===== src/rtl/rect_cmd_sequencer_if.sv =====
// rect_cmd_sequencer_if: upstream rectangle command handshake (valid/ready plus x, y, colour payload)
interface rect_cmd_sequencer_if;
    logic       cmd_valid;
    logic       cmd_ready;
    logic [6:0] cmd_x;
    logic [6:0] cmd_y;
    logic [2:0] cmd_colour;
    modport master(output cmd_valid, cmd_x, cmd_y, cmd_colour, input cmd_ready);
    modport slave(input cmd_valid, cmd_x, cmd_y, cmd_colour, output cmd_ready);
endinterface


===== src/rtl/rect_cmd_sequencer.sv =====
// rect_cmd_sequencer: queues rectangle commands and sequences ld_x/ld_y/start_count to the draw datapath
module rect_cmd_sequencer #(
    parameter int FIFO_AW     = 2,
    parameter int DRAW_CYCLES = 16
) (
    input  logic                 clk,
    input  logic                 resetn,
    rect_cmd_sequencer_if.slave  cmd,
    output logic [6:0]           data_out,
    output logic                 ld_x,
    output logic                 ld_y,
    output logic                 start_count,
    output logic [2:0]           colour_out,
    output logic                 busy,
    output logic [FIFO_AW:0]     pending
);
    localparam int DEPTH = 1 << FIFO_AW;
    localparam int CW    = $clog2(DRAW_CYCLES + 1);
    typedef enum logic [2:0] {IDLE, LOAD_X, LOAD_Y, START, WAIT} state_t;
    state_t             state, state_nx;
    logic [16:0]        mem [DEPTH];
    logic [FIFO_AW-1:0] wr_ptr, rd_ptr;
    logic [CW-1:0]      cnt;
    logic [6:0]         cmd_x_r, cmd_y_r;
    logic [2:0]         cmd_colour_r;
    logic               push, pop;

    // pending never exceeds DEPTH, so its MSB alone flags a full queue
    assign cmd.cmd_ready = !pending[FIFO_AW];
    assign push = cmd.cmd_valid && cmd.cmd_ready;
    assign pop  = state == IDLE && pending != '0;

    always_ff @(posedge clk)
        if (push) mem[wr_ptr] <= {cmd.cmd_x, cmd.cmd_y, cmd.cmd_colour};

    always_ff @(posedge clk)
        if (!resetn) begin
            wr_ptr       <= '0;
            rd_ptr       <= '0;
            pending      <= '0;
            cnt          <= '0;
            cmd_x_r      <= '0;
            cmd_y_r      <= '0;
            cmd_colour_r <= '0;
        end else begin
            if (push) wr_ptr <= wr_ptr + FIFO_AW'(1);
            if (pop) begin
                rd_ptr <= rd_ptr + FIFO_AW'(1);
                {cmd_x_r, cmd_y_r, cmd_colour_r} <= mem[rd_ptr];
            end
            pending <= pending + (FIFO_AW+1)'(push) - (FIFO_AW+1)'(pop);
            cnt     <= state == START ? CW'(DRAW_CYCLES - 1) :
                       (state == WAIT && cnt != '0) ? cnt - CW'(1) : cnt;
        end

    always_ff @(posedge clk)
        state <= !resetn ? IDLE : state_nx;

    always_comb begin
        state_nx = state;
        case (state)
            IDLE:    if (pop) state_nx = LOAD_X;
            LOAD_X:  state_nx = LOAD_Y;
            LOAD_Y:  state_nx = START;
            START:   state_nx = WAIT;
            WAIT:    if (cnt == '0) state_nx = IDLE;
            default: state_nx = IDLE;
        endcase
    end

    always_comb begin
        ld_x        = state == LOAD_X;
        ld_y        = state == LOAD_Y;
        start_count = state == START;
        busy        = state != IDLE;
        data_out    = state == LOAD_X ? cmd_x_r : state == LOAD_Y ? cmd_y_r : '0;
        colour_out  = state != IDLE ? cmd_colour_r : '0;
    end
endmodule


===== src/flat_wrapper.sv =====
// flat-port wrapper written by rule: the top's interface ports become plain ports
module rect_cmd_sequencer_flat 
#(
    parameter int FIFO_AW     = 2,
    parameter int DRAW_CYCLES = 16
)
  (clk, resetn, data_out, ld_x, ld_y, start_count, colour_out, busy, pending, cmd_cmd_valid, cmd_cmd_x, cmd_cmd_y, cmd_cmd_colour, cmd_cmd_ready);
  rect_cmd_sequencer_if cmd_i ();
  input  logic clk;
  input  logic resetn;
  output logic [6:0] data_out;
  output logic ld_x;
  output logic ld_y;
  output logic start_count;
  output logic [2:0] colour_out;
  output logic busy;
  output logic [FIFO_AW:0] pending;
  input wire logic [$bits(cmd_i.cmd_valid)-1:0] cmd_cmd_valid;
  input wire logic [$bits(cmd_i.cmd_x)-1:0] cmd_cmd_x;
  input wire logic [$bits(cmd_i.cmd_y)-1:0] cmd_cmd_y;
  input wire logic [$bits(cmd_i.cmd_colour)-1:0] cmd_cmd_colour;
  output wire logic [$bits(cmd_i.cmd_ready)-1:0] cmd_cmd_ready;
  assign cmd_i.cmd_valid = cmd_cmd_valid;
  assign cmd_i.cmd_x = cmd_cmd_x;
  assign cmd_i.cmd_y = cmd_cmd_y;
  assign cmd_i.cmd_colour = cmd_cmd_colour;
  assign cmd_cmd_ready = cmd_i.cmd_ready;
  rect_cmd_sequencer #(.FIFO_AW(FIFO_AW), .DRAW_CYCLES(DRAW_CYCLES)) u_core (.clk(clk), .resetn(resetn), .cmd(cmd_i), .data_out(data_out), .ld_x(ld_x), .ld_y(ld_y), .start_count(start_count), .colour_out(colour_out), .busy(busy), .pending(pending));
endmodule

===== config.mk =====
export PLATFORM = sky130hd
export DESIGN_NAME = rect_cmd_sequencer_flat
export DESIGN_NICKNAME = d
export VERILOG_FILES = /design/src/rtl/rect_cmd_sequencer_if.sv /design/src/rtl/rect_cmd_sequencer.sv /design/src/flat_wrapper.sv
export SDC_FILE = /design/constraint.sdc
export NUM_CORES = 1
export LEC_CHECK = 0
export BUFFER_PORTS_ARGS = -buffer_cell sky130_fd_sc_hd__buf_2
export CAP_MARGIN = 30
export CELL_PAD_IN_SITES_DETAIL_PLACEMENT = 1
export CELL_PAD_IN_SITES_GLOBAL_PLACEMENT = 1
export CORE_ASPECT_RATIO = 0.7
export CORE_UTILIZATION = 51
export CTS_BUF_LIST = sky130_fd_sc_hd__clkbuf_8
export DETAILED_ROUTE_END_ITERATION = 16
export PLACE_DENSITY_LB_ADDON = 0.1
export SETUP_SLACK_MARGIN = 0.4
export SYNTH_ARGS = -nofsm -noshare
export SYNTH_HDL_FRONTEND = slang
export SYNTH_SLANG_ARGS = --single-unit

===== constraint.sdc =====
create_clock -name clk -period 3.7 [get_ports clk]
set_input_delay 1.11 -clock clk [delete_from_list [all_inputs] [get_ports clk]]
set_output_delay 1.11 -clock clk [all_outputs]
set_load 0.1 [all_outputs]

==> results.json, run 1 <==
{
  "synth_compound_area_frac": 0.07705,
  "ant_nets": 0,
  "yosys-top-cells-count": "edfxtp_1 (68), dfxtp_1 (32), mux4_2 (17), nand2_1 (17), o2bb2ai_1 (17)",
  "cts_buffers": 9,
  "place_congestion": 0.7123,
  "synth_fa_ha_area_frac": 0.02727,
  "synth_top_area_share": 0.5174,
  "antenna_found_initial": 0,
  "reg2reg_depth": 9,
  "intPower_w": 0.002114,
  "outcome": "complete, no violations",
  "yosys.area.top_type": "edfxtp_1",
  "post-synth-top-count-cell": "edfxtp_1",
  "critPathCaptureType": "primary output",
  "synth_seq_area_share": 0.6798,
  "cts_hold_buf": 0,
  "final_layout_size_suffix_gt1_frac": 0.2857,
  "finalHoldViolCount": 0,
  "grt_pass1_wl_um": 12050,
  "fin_tns_setup_ps": 0,
  "fillerInstances": 697,
  "dpl.hpwl_um": 5246,
  "ys_types": 40,
  "worstSetupStartpointType": "register",
  "synth_cells": 253,
  "worst_pin_slew_ps": 970.7,
  "cp.depth": 4,
  "post-route-util": 0.6035,
  "clkLatencyLatePin_ps": 380,
  "synthTopCellsByArea": "edfxtp_1 (52%), dfxtp_1 (16%), mux4_2 (9.7%), o2bb2ai_1 (3.8%), ha_1 (2.2%)",
  "synth.area.mux_share": 0.09956,
  "crit_fanout": 8,
  "slew-limit-headroom": 0.3520,
  "switchingPower_w": 0.001477,
  "hold_depth": 2,
  "vias": 2246,
  "row_count": 26,
  "finalCriticalPeriod_ps": 3005,
  "floorplan.initialDensity": 0.5344,
  "finalWirelength_um": 7833,
  "grt_pass1_vias": 2252,
  "io_pins": 38,
  "grt_start_max_net_pins": 25,
  "htree_levels": 3,
  "yosys.area_share.simple": 0.07926,
  "nets": 324,
  "cp.buffers_inverters": 1,
  "synth_top_family_by_area": "multiplexers",
  "via_per_inst": 5.629,
  "fmax_mhz": 332.8,
  "syn_avg_cell_area_um2": 15.60,
  "clk_root_buffer_cell": "clkbuf_8",
  "syn-num-nets": 281,
  "ys_warn_count": 0,
  "maxCapViolCount": 0,
  "cts_tree": "done",
  "drc": 0,
  "die_area_um2": 8099,
  "cts.clk_slew.worst_paths_ps": 100,
  "min_period_over_period": 0.8121,
  "cp_slowest_cell": "buf_2",
  "drt_iter0_markers": 92,
  "antenna_cells": 0,
  "syn_area_um2": 3946,
  "post_cts_buffers": 0,
  "synth_edf_count": 68,
  "syn_to_final_growth_pct": 12.94,
  "grt_overflow": 0,
  "cts_sinks": 100,
  "drv_slew": 0,
  "cp_data_required_time_ps": 2590,
  "cp.arrival_ps": 1890,
  "synthArstFlopShare": 0,
  "grt_util_all_layers": 0.2125,
  "power.density_nw_per_um2": 805.8,
  "combinationalPowerShare": 0.385,
  "io_buffers": 37,
  "stdcell_area_um2": 4457,
  "first_pass_iters": 4,
  "core_area_um2": 7385,
  "die_h_um": 75.60,
  "leakage_nw": 1.573,
  "slowest_delay_ps": 440,
  "die_w_um": 107.1,
  "synth-seq-cells": 100,
  "wl_per_cell_um": 19.63,
  "finClkSkew_ps": 10.12,
  "pwr-share-clk": 0.185,
  "seqPwrFrac": 0.431,
  "worstHoldPathType": "register to register",
  "sw_frac_of_total": 0.4114,
  "crit_chain": "nor2b_2 -> a22oi_1 -> nor2_1 -> buf_2",
  "synthFlopType": "edfxtp_1",
  "rsz0062_at_grt": "no",
  "placed_area_um2": 4263,
  "clockBufferDepth": 2,
  "vdd_drop_max_mv": 0.4382,
  "crit_family": "simple AND/OR/NAND/NOR gates",
  "synth_xor_area_frac": 0.006658,
  "critPathKind": "register to primary output",
  "setup-violations-final": 0,
  "ctsResizeCount": 0
}
## worst paths after layout
kind | start | endpoint | slack [ps]
min | u_core.cnt[4]$_SDFFE_PP0P_ | u_core.cnt[4]$_SDFFE_PP0P_ | 480
min reg2reg | u_core.cnt[4]$_SDFFE_PP0P_ | u_core.cnt[4]$_SDFFE_PP0P_ | 480
max | u_core.state[1]$_SDFFE_PN0P_ | data_out[0] | 700
max reg2reg | u_core.state[2]$_SDFFE_PN0P_ | u_core.pending[2]$_SDFF_PN0_ | 1290
## cells in the final DEF, fill, tap and decap left out, types with 2 or more instances in the layout
| cell | synthesis | final |
|---|---|---|
| edfxtp_1 | 68 | 68 |
| buf_2 | 3 | 37 |
| dfxtp_1 | 32 | 31 |
| mux4_2 | 17 | 17 |
| nand2_1 | 17 | 17 |
| o2bb2ai_1 | 17 | 17 |
| inv_1 | 12 | 12 |
| nor2_1 | 11 | 11 |
| and2_1 | 11 | 11 |
| buf_4 | 1 | 10 |
| clkbuf_8 | 0 | 9 |
| a22oi_1 | 7 | 7 |
| ha_1 | 7 | 7 |
| nor3_1 | 4 | 3 |
| nor2b_1 | 4 | 3 |
| xnor2_1 | 3 | 3 |
| inv_8 | 0 | 3 |
| or3_1 | 2 | 2 |
| a21oi_1 | 2 | 2 |
| a31oi_1 | 2 | 2 |
| a311oi_1 | 2 | 2 |
| a211oi_1 | 2 | 2 |
| clkinv_4 | 0 | 2 |
| clkinvlp_4 | 0 | 2 |
## layout make-up
class                           instances  area, um^2  share of cell area
Clock inverter                          7       66.31             0.01488
Tap cell                               98       122.6             0.02751
Timing Repair Buffer                   47       260.3             0.05839
Sequential cell                       100        2684              0.6022
Clock buffer                            9       123.9             0.02779
Inverter                               13       48.80             0.01095
Multi-Input combinational cell        125        1151              0.2583
## sequential cells by signal, indices dropped and copies added, names as in the netlist
name	flops
u_core.cmd_colour_r	3
u_core.cmd_x_r	7
u_core.cmd_y_r	7
u_core.cnt	5
u_core.mem	68
u_core.pending	3
u_core.rd_ptr	2
u_core.state	3
u_core.wr_ptr	2
## through the flow
step	std cells	setup slack (ps)	hold slack, ps	power, W
final	399	695.4	478.5	0.003591
after global routing	399	572.1	501.9	0.003773
after CTS	399	492.7	475.9	0.003634
after detailed placement	383	917.9	463.3	0.002969
after global placement	383	965.0	452.5	0.002922
after floorplan	253	426.9	437.3	0.002650
## metal layers
layer	track usage	routed length, um
met5	0	0
met4	0.08676	99
met3	0.05560	273
met2	0.3699	3946
met1	0.2598	3514
## logic make-up after synthesis
logic type | after synthesis
mux | 18
flops | 100
compound gates | 38
simple gates | 58
buf+inv | 28
xor+xnor | 3
fa+ha+maj | 8
## worst reg2reg max path, cell delays in order, from the launching register on
cell     delay (ps)
dfxtp_2         420
or3_1           570
nor2_2          180
ha_1            130
inv_1            40
ha_1            190
fa_1            380
xnor2_1         150
xnor2_1         120
and2_1          150
## power by group through the flow
stage	sequential [W]	clock (W)	combinational (W)
floorplan	0.00159	0	0.00106
global placement	0.00156	0	0.00136
detailed placement	0.00157	0	0.00140
CTS	0.00155	0.000685	0.00140
global route	0.00157	0.000711	0.00149
finish	0.00155	0.000663	0.00138
Power figures use the tool's default switching activity.
==> run 2: changes to the inputs <==
ABC_AREA = 1   (was unset)
CORE_UTILIZATION = 48   (was 51)
clock period = 3 ns   (was 3.7 ns; I/O delays follow)
==> run 2 against run 1 <==
Against the previous run: first-iteration DRC count grew 40%; wire length grew 20%; global-route usage grew 2.1 points; critical endpoint is now ld_x; largest power group is now combinational cells; highest routed layer unchanged.
==> results.json, run 2 <==
{
  "outcome": "complete, no violations",
  "grt_overflow": 0,
  "cts.clk_slew.worst_paths_ps": 90,
  "cp.arrival_ps": 1560,
  "finalHoldViolCount": 0,
  "crit_fanout": 5,
  "syn_avg_cell_area_um2": 10.32,
  "finalCriticalPeriod_ps": 2464,
  "synth_top_area_share": 0.4948,
  "rsz0062_at_grt": "no",
  "antenna_cells": 0,
  "ys_types": 31,
  "drc": 0,
  "finalWirelength_um": 9398,
  "synthTopCellsByArea": "edfxtp_1 (49%), dfxtp_1 (16%), nor2_1 (10%), o21ai_0 (5.9%), nand2_1 (3.2%)",
  "grt_util_all_layers": 0.2335,
  "stdcell_area_um2": 4697,
  "hold_ws_ps": 482.0,
  "vias": 2858,
  "hold_depth": 2,
  "final_common_cell": "nor2_1",
  "grt_pass1_vias": 3032,
  "drt_iter0_markers": 129,
  "die_h_um": 79.58,
  "first_pass_iters": 4,
  "worst_pin_slew_ps": 772.7,
  "core_area_um2": 8108,
  "post-synth-top-count-cell": "nor2_1",
  "cts_buffers": 9,
  "syn_to_final_growth_pct": 13.83,
  "finClkSkew_ps": 9.525,
  "min_period_over_period": 0.8212,
  "setup-violations-final": 0,
  "yosys.area.top_type": "edfxtp_1",
  "r2r_slack_ps": 720,
  "die_w_um": 112.8,
  "hold_start": "u_core.cnt[4]$_SDFFE_PP0P_",
  "antenna_found_initial": 0,
  "cp.buffers_inverters": 3,
  "placed_area_um2": 4466,
  "maxCapViolCount": 0,
  "r2r_start": "u_core.state[0]$_SDFFE_PN0P_",
  "largest-register": "u_core.mem",
  "synth_cells": 400,
  "largest_reg_flops": 68,
  "critPathCaptureType": "primary output",
  "drv_slew": 0,
  "fin_ws_ps": 536.3,
  "syn-num-nets": 428,
  "io_pins": 38,
  "grt_pass1_wl_um": 15300,
  "final_layout_size_suffix_gt1_frac": 0.2022,
  "wl_per_cell_um": 17.21,
  "place_congestion": 0.8370,
  "ys_warn_count": 0,
  "htree_levels": 3,
  "clk_root_buffer_cell": "clkbuf_8",
  "crit_chain": "inv_2 -> nor3_4 -> buf_4 -> buf_2",
  "fmax_mhz": 405.9,
  "slowest_delay_ps": 430,
  "cp_data_required_time_ps": 2100,
  "via_per_inst": 5.234,
  "cts_tree": "done",
  "synth_edf_count": 68,
  "worstHoldPathType": "register to register",
  "clkLatencyLatePin_ps": 370,
  "yosys-top-cells-count": "nor2_1 (114), edfxtp_1 (68), o21ai_0 (49)",
  "synthArstFlopShare": 0,
  "mostFrequentLayoutCells": "nor2_1 (111), edfxtp_1 (68), o21ai_0 (49), nand2_1 (35)",
  "min_to": "u_core.cnt[4]$_SDFFE_PP0P_",
  "io_buffers": 37,
  "reg2reg_depth": 12,
  "syn_area_um2": 4126,
  "vdd_drop_max_mv": 0.4506,
  "row_count": 27,
  "reg_top3": "u_core.mem (68), u_core.cmd_x_r (7), u_core.cmd_y_r (7)",
  "worstSetupStartpointType": "register",
  "multi_input_area_um2": 1289,
  "reg2reg_to": "u_core.pending[2]$_SDFF_PN0_",
  "place_ws_ps": 614.0,
  "cts_sinks": 100,
  "ant_nets": 0,
  "grt_start_max_net_pins": 38,
  "crit_family": "buffers and inverters",
  "cp_slowest_cell": "buf_2",
  "dpl.hpwl_um": 6380,
  "power.density_nw_per_um2": 1019,
  "floorplan.initialDensity": 0.5090,
  "die_area_um2": 8978,
  "seqCellArea_um2": 2690,
  "fin_tns_setup_ps": 0,
  "synth_seq_area_share": 0.6501,
  "slew-limit-headroom": 0.4842,
  "critPathKind": "register to primary output",
  "nets": 468,
  "synthFlopType": "edfxtp_1",
  "synth-seq-cells": 100,
  "clockBufferDepth": 2,
  "cts_hold_buf": 0,
  "fillerInstances": 913,
  "leakage_nw": 1.905
}
==> run 2: worst max-delay path by stage <==
stage,startpoint,endpoint,slack (ps),cells past startpoint
finish,u_core.state[0]$_SDFFE_PN0P_,ld_x,540,4
global route,u_core.state[0]$_SDFFE_PN0P_,data_out[1],440,7
CTS,u_core.state[0]$_SDFFE_PN0P_,data_out[5],410,7
detailed placement,u_core.state[0]$_SDFFE_PN0P_,data_out[1],610,4
global placement,u_core.state[0]$_SDFFE_PN0P_,data_out[0],660,4
floorplan,u_core.state[0]$_SDFFE_PN0P_,data_out[0],240,3
==> run 2: final cells by class <==
| cell class | count | area share |
|---|---|---|
| clock buffer | 9 | 0.02637 |
| inverter | 33 | 0.02877 |
| timing repair buffer | 45 | 0.06260 |
| sequential | 100 | 0.5727 |
| tap | 101 | 0.02690 |
| clock inverter | 7 | 0.008258 |
| multi-input combinational | 251 | 0.2744 |
==> run 2: power breakdown <==
part / internal, W / leakage (nW) / switching (W) / total, W
registers: 0.00171 / 0.887 / 0.000169 / 0.00188
logic: 0.000558 / 0.927 / 0.00160 / 0.00215
clock network: 0.000293 / 0.0914 / 0.000454 / 0.000747
==> run 2: repair_timing <==
action | in CTS | in global routing
gates resized for setup | 9 | 10
pin swaps | 1 | 0
setup endpoints to repair | 10 | 8
buffers inserted | 2 | 0
==> run 2: cells by family after synthesis <==
group / share of synthesized area
and+or+nand+nor: 0.1634
DFF: 0.6501
buffers and inverters: 0.05700
adders and majority gates: 0.02608
xor gates and xnor gates: 0.002123
AOI/OAI and AO/OA: 0.1013
==> run 2: per-stage QoR <==
stage / util / power [W] / std cells
after floorplan: - / 0.003586 / 400
after global placement: 0.5508 / 0.003918 / 528
after detailed placement: 0.5508 / 0.004017 / 528
after CTS: 0.5755 / 0.004802 / 546
after global routing: 0.5793 / 0.005096 / 546
final: 0.5793 / 0.004784 / 546
==> run 2: worst reg2reg max path: stages (launching register included) <==
cell     delay, ps
dfxtp_2        340
inv_2           90
nand2_2        100
nor2_4         220
nand2_4        220
inv_6          200
ha_1           140
inv_1           40
ha_1           190
fa_1           380
inv_1           80
o21ai_0         80
a21oi_1        130
==> run 2: layer usage <==
| metal | GRT usage | share of wire | vias to the layer above | routed length, um |
|---|---|---|---|---|
| met5 | 0 | 0 | - | 0 |
| met4 | 0.08533 | 0.018 | 0 | 173 |
| met3 | 0.05163 | 0.031 | 13 | 294 |
| met2 | 0.3920 | 0.48 | 44 | 4490 |
| met1 | 0.2996 | 0.47 | 1391 | 4439 |
| li1 | - | - | 1410 | - |
==> run 3: changes to the inputs <==
CORE_UTILIZATION = 43   (was 48)
clock period = 2.1 ns   (was 3 ns; I/O delays follow)
==> run 3 against run 2 <==
Against the previous run: the run now ends with negative setup slack left; setup slack worse by 660 ps; register-to-register slack worse by 760 ps; core utilization increased by 0.63 points; power is 75% higher; clock skew up 0.60 ps; via count grew 4.7%; critical path type unchanged; cell count rose by 8.1%; critical path depth up 1; wire length increased by 13%; count of clock-buffer cells in the layout unchanged.
==> results.json, run 3 (synthesis gave the netlist of run 2 again) <==
{
  "ant_nets": 0,
  "grt_pass1_vias": 3174,
  "antenna_found_initial": 0,
  "grt_start_max_net_pins": 38,
  "cts.clk_slew.worst_paths_ps": 100,
  "drc": 0,
  "setup-violations-final": 12,
  "grt_pass1_wl_um": 16750,
  "power.density_nw_per_um2": 1554,
  "row_count": 29,
  "die_h_um": 83.96,
  "htree_levels": 3,
  "syn_to_final_growth_pct": 30.29,
  "mostFrequentLayoutCells": "nor2_1 (107), edfxtp_1 (68), o21ai_0 (44), nand2_1 (33), dfxtp_1 (27)",
  "grt_overflow": 0,
  "finalWirelength_um": 10580,
  "placed_area_um2": 4795,
  "final_layout_size_suffix_gt1_frac": 0.2747,
  "floorplan.initialDensity": 0.4495,
  "crit_family": "buffers and inverters",
  "clk_root_buffer_cell": "clkbuf_8",
  "maxCapViolCount": 0,
  "vdd_drop_max_mv": 0.7567,
  "finalHoldViolCount": 0,
  "violations": "negative setup slack",
  "nets": 489,
  "stdcell_area_um2": 5376,
  "cp.arrival_ps": 1590,
  "core_area_um2": 9180,
  "drt_iter0_markers": 154,
  "fmax_mhz": 450.4,
  "outcome": "finished, violations left",
  "clkLatencyLatePin_ps": 370,
  "cp_data_required_time_ps": 1470,
  "via_per_inst": 5.069,
  "largest_reg_flops": 68,
  "min_period_over_period": 1.057,
  "cp.depth": 5,
  "final_common_cell": "nor2_1",
  "worst_pin_slew_ps": 576.7,
  "slew-limit-headroom": 0.6150,
  "wl_per_cell_um": 17.93,
  "cp_slowest_cell": "dfxtp_4",
  "place_ws_ps": 188.4,
  "dpl.hpwl_um": 6181,
  "vias": 2991,
  "place_congestion": 0.7066,
  "worstHoldPathType": "input port to register",
  "drv_slew": 0,
  "antenna_cells": 0,
  "io_buffers": 37,
  "post-route-util": 0.5857,
  "cts_hold_buf": 0,
  "critPathKind": "register to primary output",
  "leakage_nw": 2.101,
  "cts_tree": "done",
  "hold_depth": 1,
  "slowest_delay_ps": 380,
  "clockBufferDepth": 2,
  "reg2reg_depth": 14,
  "die_area_um2": 9998,
  "critPathCaptureType": "primary output",
  "cts_sinks": 100,
  "cp.buffers_inverters": 3,
  "fin_tns_setup_ps": -942.4,
  "crit_fanout": 5,
  "finalCriticalPeriod_ps": 2220,
  "reg_top3": "u_core.mem (68), u_core.cmd_x_r (7), u_core.cmd_y_r (7)",
  "finClkSkew_ps": 10.13,
  "grt_util_all_layers": 0.2228,
  "crit_chain": "inv_4 -> nor3_4 -> buf_6 -> a22o_4 -> buf_12",
  "die_w_um": 119.1,
  "io_pins": 38,
  "cts_buffers": 9,
  "first_pass_iters": 4,
  "rsz0062_at_grt": "yes",
  "fin_ws_ps": -120.1,
  "largest-register": "u_core.mem",
  "worstSetupStartpointType": "register"
}
[run 3: cell types whose count changed in the layout (fill, tap and decap cells not counted), moves of 4 or more]
cell     before  now
inv_1        28   22
buf_4        10   16
buf_2        28   19
inv_6         1    6
o21ai_1       7   11
nor2_4        1    7
buf_12        0   20
nor2_1      111  107
o21ai_0      49   44
[run 3: timing repair]
item	CTS	global route
pin swaps	5	3
setup endpoints to repair	20	18
endpoints found under the hold margin	0	0
cloned	2	0
resized for setup	44	17
setup buffers	9	6
[run 3: stage by stage]
stage / cells / hold slack [ps] / total power, W
6_report: 590 / 463.4 / 0.008355
4_1_cts: 584 / 449.5 / 0.008110
3_5_place_dp: 557 / 470.8 / 0.006151
2_1_floorplan: 400 / 437.8 / 0.005224
3_3_place_gp: 557 / 445.6 / 0.006027
5_1_grt: 590 / 452.1 / 0.008821
[run 3: final cells by class]
type | instances | area [um^2]
multi-input combinational | 251 | 1405
clock buffer | 9 | 123.9
clock inverter | 7 | 103.9
tap | 124 | 155.1
inverter | 33 | 153.9
timing repair inverter | 1 | 7.507
sequential | 100 | 2699
timing repair buffer | 65 | 728.2
fill | 960 | 3804
[run 3: final timing paths]
path                                     start                           end  slack [ps]
setup / recovery  u_core.state[0]$_SDFFE_PN0P_                   data_out[6]        -120
hold / removal                    cmd_cmd_y[3]    u_core.mem[2][6]$_DFFE_PP_         460
setup reg to reg  u_core.state[2]$_SDFFE_PN0P_  u_core.pending[1]$_SDFF_PN0_         -40
hold reg to reg     u_core.cnt[4]$_SDFFE_PP0P_    u_core.cnt[4]$_SDFFE_PP0P_         490
[run 3: per-layer routing]
metal  track usage  vias up  routed length [um]
li1              -     1458                   -
met1        0.2860     1473                4924
met2        0.3842       50                5176
met3       0.04713       10                 339
met4       0.05293        0                 138
met5             0        -                   0
[run 3: power by group]
group | total (W) | leakage, nW | switching (W) | internal, W
sequential | 0.00266 | 0.888 | 0.000206 | 0.00246
clock | 0.00140 | 0.115 | 0.000705 | 0.000690
combinational | 0.00430 | 1.10 | 0.00273 | 0.00157
[run 3: worst reg2reg max path, delay by kind of cell (launching register included)]
kind          cells  cell delay [ps]
fa+ha+maj         3              910
buf+inv           7              540
flops             1              400
simple gates      4              230
